[src/rtl/rf_pkg.sv]
// rf_pkg: shared clear-engine state encoding and default register file geometry.
package rf_pkg;
  typedef enum logic {RF_IDLE = 1'b0, RF_CLEAR = 1'b1} rfState_t;
  localparam int DEFAULT_DATA_WIDTH = 32;
  localparam int DEFAULT_ADDR_WIDTH = 5;
  localparam int DEFAULT_DEPTH = 2 ** DEFAULT_ADDR_WIDTH;
endpackage

[src/rtl/rf_clear_sequencer.sv]
// rf_clear_sequencer: walks every register index once, one per cycle, after a clear request.
module rf_clear_sequencer
  import rf_pkg::*;
#(
  parameter int ADDR_WIDTH = DEFAULT_ADDR_WIDTH
) (
  input  logic                  Clk,
  input  logic                  Reset,
  input  logic                  ClearReq,
  output logic                  Busy,
  output logic                  ClrEn,
  output logic [ADDR_WIDTH-1:0] ClrIndex
);
  rfState_t state, stateNext;
  logic [ADDR_WIDTH-1:0] indexNext;
  always_ff @(posedge Clk or posedge Reset)
    if (Reset) begin
      state    <= RF_IDLE;
      ClrIndex <= '0;
    end else begin
      state    <= stateNext;
      ClrIndex <= indexNext;
    end
  // The last index is all-ones, so the increment wraps the index back to 0 on exit.
  always_comb begin
    stateNext = state;
    indexNext = ClrIndex;
    if (state == RF_IDLE) begin
      stateNext = ClearReq ? RF_CLEAR : RF_IDLE;
      indexNext = '0;
    end else begin
      indexNext = ADDR_WIDTH'(ClrIndex + 1'b1);
      stateNext = (&ClrIndex) ? RF_IDLE : RF_CLEAR;
    end
  end
  assign Busy  = (state == RF_CLEAR);
  assign ClrEn = Busy;
endmodule

[src/rtl/register_file_bypass.sv]
// register_file_bypass: 2-read/1-write register file with write bypass, optional zero register and clear engine.
module register_file_bypass
  import rf_pkg::*;
#(
  parameter int DATA_WIDTH = DEFAULT_DATA_WIDTH,
  parameter int ADDR_WIDTH = DEFAULT_ADDR_WIDTH,
  parameter int BYPASS     = 1,
  parameter int ZERO_REG   = 1
) (
  input  logic                  Clk,
  input  logic                  Reset,
  input  logic [ADDR_WIDTH-1:0] ReadRegister1,
  input  logic [ADDR_WIDTH-1:0] ReadRegister2,
  input  logic [ADDR_WIDTH-1:0] WriteRegister,
  input  logic [DATA_WIDTH-1:0] WriteData,
  input  logic                  RegWrite,
  input  logic                  ClearReq,
  output logic [DATA_WIDTH-1:0] ReadData1,
  output logic [DATA_WIDTH-1:0] ReadData2,
  output logic                  Busy
);
  localparam int DEPTH = 2 ** ADDR_WIDTH;
  logic [DATA_WIDTH-1:0] regs [DEPTH];
  logic                  clrEn;
  logic [ADDR_WIDTH-1:0] clrIndex;
  logic                  writeOk;
  rf_clear_sequencer #(.ADDR_WIDTH(ADDR_WIDTH)) sequencer (
    .Clk      (Clk),
    .Reset    (Reset),
    .ClearReq (ClearReq),
    .Busy     (Busy),
    .ClrEn    (clrEn),
    .ClrIndex (clrIndex)
  );
  assign writeOk = RegWrite && !Busy && !(ZERO_REG != 0 && WriteRegister == '0);
  always_ff @(posedge Clk or posedge Reset)
    if (Reset)
      for (int i = 0; i < DEPTH; i++) regs[i] <= '0;
    else if (clrEn)
      regs[clrIndex] <= '0;
    else if (writeOk)
      regs[WriteRegister] <= WriteData;
  // Reset forces zero on the read ports so a bypassed write cannot leak out while it is held.
  always_comb
    ReadData1 = (Reset || (ZERO_REG != 0 && ReadRegister1 == '0)) ? '0 :
                (BYPASS != 0 && writeOk && WriteRegister == ReadRegister1) ? WriteData :
                regs[ReadRegister1];
  always_comb
    ReadData2 = (Reset || (ZERO_REG != 0 && ReadRegister2 == '0)) ? '0 :
                (BYPASS != 0 && writeOk && WriteRegister == ReadRegister2) ? WriteData :
                regs[ReadRegister2];
endmodule
[config.mk]
export PLATFORM = sky130hd
export DESIGN_NAME = register_file_bypass
export DESIGN_NICKNAME = d
export VERILOG_FILES = /design/src/rtl/rf_pkg.sv /design/src/rtl/rf_clear_sequencer.sv /design/src/rtl/register_file_bypass.sv
export SDC_FILE = /design/constraint.sdc
export NUM_CORES = 2
export LEC_CHECK = 0
export CORE_ASPECT_RATIO = 1.4
export CORE_UTILIZATION = 25
export DETAILED_ROUTE_END_ITERATION = 12
export DONT_BUFFER_PORTS = 1
export GPL_TIMING_DRIVEN = 0
export PLACE_DENSITY_LB_ADDON = 0.3
export SYNTH_ARGS = -nofsm -noshare
export SYNTH_HDL_FRONTEND = slang
export SYNTH_SLANG_ARGS = --single-unit
[constraint.sdc]
create_clock -name Clk -period 186.4 [get_ports Clk]
set_clock_uncertainty 0.1 [all_clocks]
set_input_delay 55.92 -clock Clk [delete_from_list [all_inputs] [get_ports Clk]]
set_output_delay 55.92 -clock Clk [all_outputs]
set_load 0.02 [all_outputs]
==> flow_summary.json <==
{
  "status": "complete, no violations",
  "start_util_pct": 25.24,
  "rsz0062_at_grt": "false",
  "synthArstFlopShare_pct": 100.0,
  "syn_to_final_growth_pct": 14.24,
  "synth_seq_cells": 1030,
  "p_per_area_nw_per_um2": 9.790,
  "cts_sinks": 1030,
  "antenna_found_initial": 28,
  "cp.required_ps": 130380,
  "cts_inserted_buffers": 111,
  "arrival_ps": 60200,
  "clk_latency_ps": 760,
  "cp_max_fo": 10,
  "hold_path_class": "register to register",
  "yosysWarnings": 0,
  "ir_drop_mv": 0.007111,
  "synth.net_count": 4076,
  "synth-edff-count": 0,
  "worst_pin_slew_ps": 1468,
  "fillers": 21930,
  "cts_hold_buffers": 0,
  "synthCells": 4020,
  "p_leak_nw": 26.76,
  "drtIter0Drc": 5581,
  "multi_input_area_um2": 25960,
  "placed_area_um2": 58060,
  "dieArea_um2": 218800,
  "drc": 0,
  "synthTopCellsByArea": "dfrtp_1 (48%), a22o_1 (16%), mux4_2 (16%)",
  "via_per_inst": 6.109,
  "routed_wl_mm": 258.9,
  "setup_tns_ps": 0,
  "endpoint_kind": "primary output",
  "drv_cap": 0,
  "die_w_um": 395.6,
  "grt_pass1_wl_mm": 357.2,
  "synthFlopType": "dfrtp_1",
  "max_freq_ghz": 0.008604,
  "cts_root_buf": "clkbuf_16",
  "clk_pin_slew_worst_paths_ps": 60,
  "grt_max_degree": 125,
  "post_cts_buffers": 0,
  "clock_path_buffers": 3,
  "rows": 201,
  "seq_area_frac_synth_pct": 47.54,
  "cts_resized": 0,
  "stdcell_area_um2": 61940,
  "syn_area_um2": 54220,
  "slew_violations": 0,
  "grt_usage_pct": 23.07,
  "finalCritPeriodShare_pct": 62.35,
  "dieHeight_um": 553.0,
  "port_buffers": 0,
  "min_period_ps": 116220,
  "synth_top_area_cell": "dfrtp_1",
  "relSlewSlack_pct": 2.154,
  "overflow": 0,
  "drive_gt1_share_pct": 17.29,
  "ant_nets": 0,
  "seqCellArea_um2": 25770,
  "dpl.hpwl_mm": 183.0,
  "ios": 116,
  "wl_per_cell_um": 36.52,
  "worstSetupStartpointType": "input pin",
  "grt_pass1_vias": 43470,
  "ctsHtreeMaxLevel": 3,
  "cts_tree": "built",
  "synth_top_area_share_pct": 47.54,
  "synthDistinctLibCells": 40,
  "vias": 43300,
  "place_congestion": 0.9861,
  "synthMostInstantiatedCell": "dfrtp_1",
  "hold_viol": 0,
  "core_area_um2": 214800,
  "path_class": "input pin to primary output",
  "first_pass_iters": 6,
  "nNetsFinal": 4200,
  "syn_avg_cell_area_um2": 13.49,
  "ys_top_cells_by_count": "dfrtp_1 (1030), a22o_1 (992), mux4_2 (384)",
  "finalSetupViolCount": 0,
  "timing.hold.ws_ps": 408.3
}
==> critical path: stages <==
cell      delay (ps)
clkbuf_1         910
xnor2_1          200
nand3_1          160
o211ai_1        1090
clkbuf_1         740
a21oi_1          510
a211o_1          640
==> final timing paths <==
| kind | end | startpoint | slack, ps | cells after the start |
|---|---|---|---|---|
| max | ReadData1[12] | ReadRegister1[4] | 70180 | 7 |
| min | regs[1007]$_DFFE_PP0P_ | regs[1007]$_DFFE_PP0P_ | 410 | 1 |
| max reg2reg | regs[144]$_DFFE_PP0P_ | sequencer.Busy$_DFF_PP0_ | 181420 | 7 |
| min reg2reg | regs[1007]$_DFFE_PP0P_ | regs[1007]$_DFFE_PP0P_ | 410 | 1 |
| max in group asynchronous | regs[937]$_DFFE_PP0P_ | Reset | 128840 | 4 |
| min in group asynchronous | regs[506]$_DFFE_PP0P_ | Reset | 55080 | 1 |
==> logic make-up (layout without fill, tap and decap cells) <==
group                    after synthesis  in the layout  synth area share [%]
buffers and inverters                551            770                 4.579
AND/OR/NAND/NOR                      174            174                 1.860
adder cells (fa/ha/maj)                5              5                0.1154
flip-flops                          1030           1030                 47.54
XOR/XNOR                              12             12                0.2077
other                                  0              7                     0
multiplexers                         705            705                 21.88
AO/OA/AOI/OAI                       1543           1543                 23.82
==> state kept, by name, indices dropped and copies added, names as in the netlist <==
| register | count |
|---|---|
| regs | 1024 |
| sequencer.ClrIndex | 5 |
| sequencer.Busy | 1 |
==> report_power, final <==
| part | switching (mW) | total, mW | internal [mW] | leakage [nW] |
|---|---|---|---|---|
| Clock | 0.102 | 0.240 | 0.137 | 1.91 |
| Combinational | 0.0716 | 0.110 | 0.0385 | 10.5 |
| Sequential | 0.0155 | 0.257 | 0.241 | 14.3 |
| Total | 0.189 | 0.606 | 0.417 | 26.8 |
==> placed cells by master (no fill, tap or decap), drive strengths merged, types with 2 or more instances in the layout <==
| master | n |
|---|---|
| nor3 | 2 |
| buf | 179 |
| a22o | 992 |
| clkinvlp | 4 |
| nor4 | 2 |
| a221oi | 128 |
| diode | 7 |
| o21ai | 2 |
| bufinv | 8 |
| clkinv | 24 |
| a21oi | 95 |
| a22oi | 64 |
| dfrtp | 1030 |
| and2 | 41 |
| nor2b | 71 |
| mux4 | 384 |
| nor2 | 36 |
| and3 | 5 |
| or3b | 2 |
| a211o | 64 |
| ha | 5 |
| o2111ai | 2 |
| nand3 | 5 |
| nand3b | 5 |
| clkbuf | 546 |
| inv | 9 |
| mux2i | 321 |
| a211oi | 128 |
| nand2 | 3 |
| xnor2 | 11 |
| o211ai | 2 |
| o21bai | 64 |
| a2111oi | 2 |
==> final cells by class <==
class | instances | share of cell area, %
Tap cell | 2842 | 5.741
Antenna cell | 7 | 0.02828
Clock buffer | 171 | 5.553
Buffer | 543 | 3.961
Sequential cell | 1030 | 41.61
Timing Repair Buffer | 11 | 0.4686
Inverter | 8 | 0.06060
Clock inverter | 37 | 0.6626
Multi-Input combinational cell | 2439 | 41.91
==> per-layer routing <==
metal	part of all wire [%]	global-route usage [%]	vias up
met4	8.9	17.69	30
met5	0.072	0	-
met3	10	7.004	721
met2	44	34.64	2744
met1	37	27.55	23200
li1	-	-	16610
==> stage by stage <==
step | std cells | total power, mW | utilization [%] | worst slack (ps)
2_1_floorplan | 4020 | 0.3228 | - | 49120
6_report | 7088 | 0.6064 | 28.84 | 70180
5_1_grt | 7083 | 0.6206 | 28.83 | 70100
4_1_cts | 7080 | 0.6040 | 28.82 | 70570
3_3_place_gp | 6862 | 0.3648 | 26.90 | 29980
3_5_place_dp | 6872 | 0.3667 | 27.03 | 70580
No activity file was read; power rests on OpenSTA's default activity.
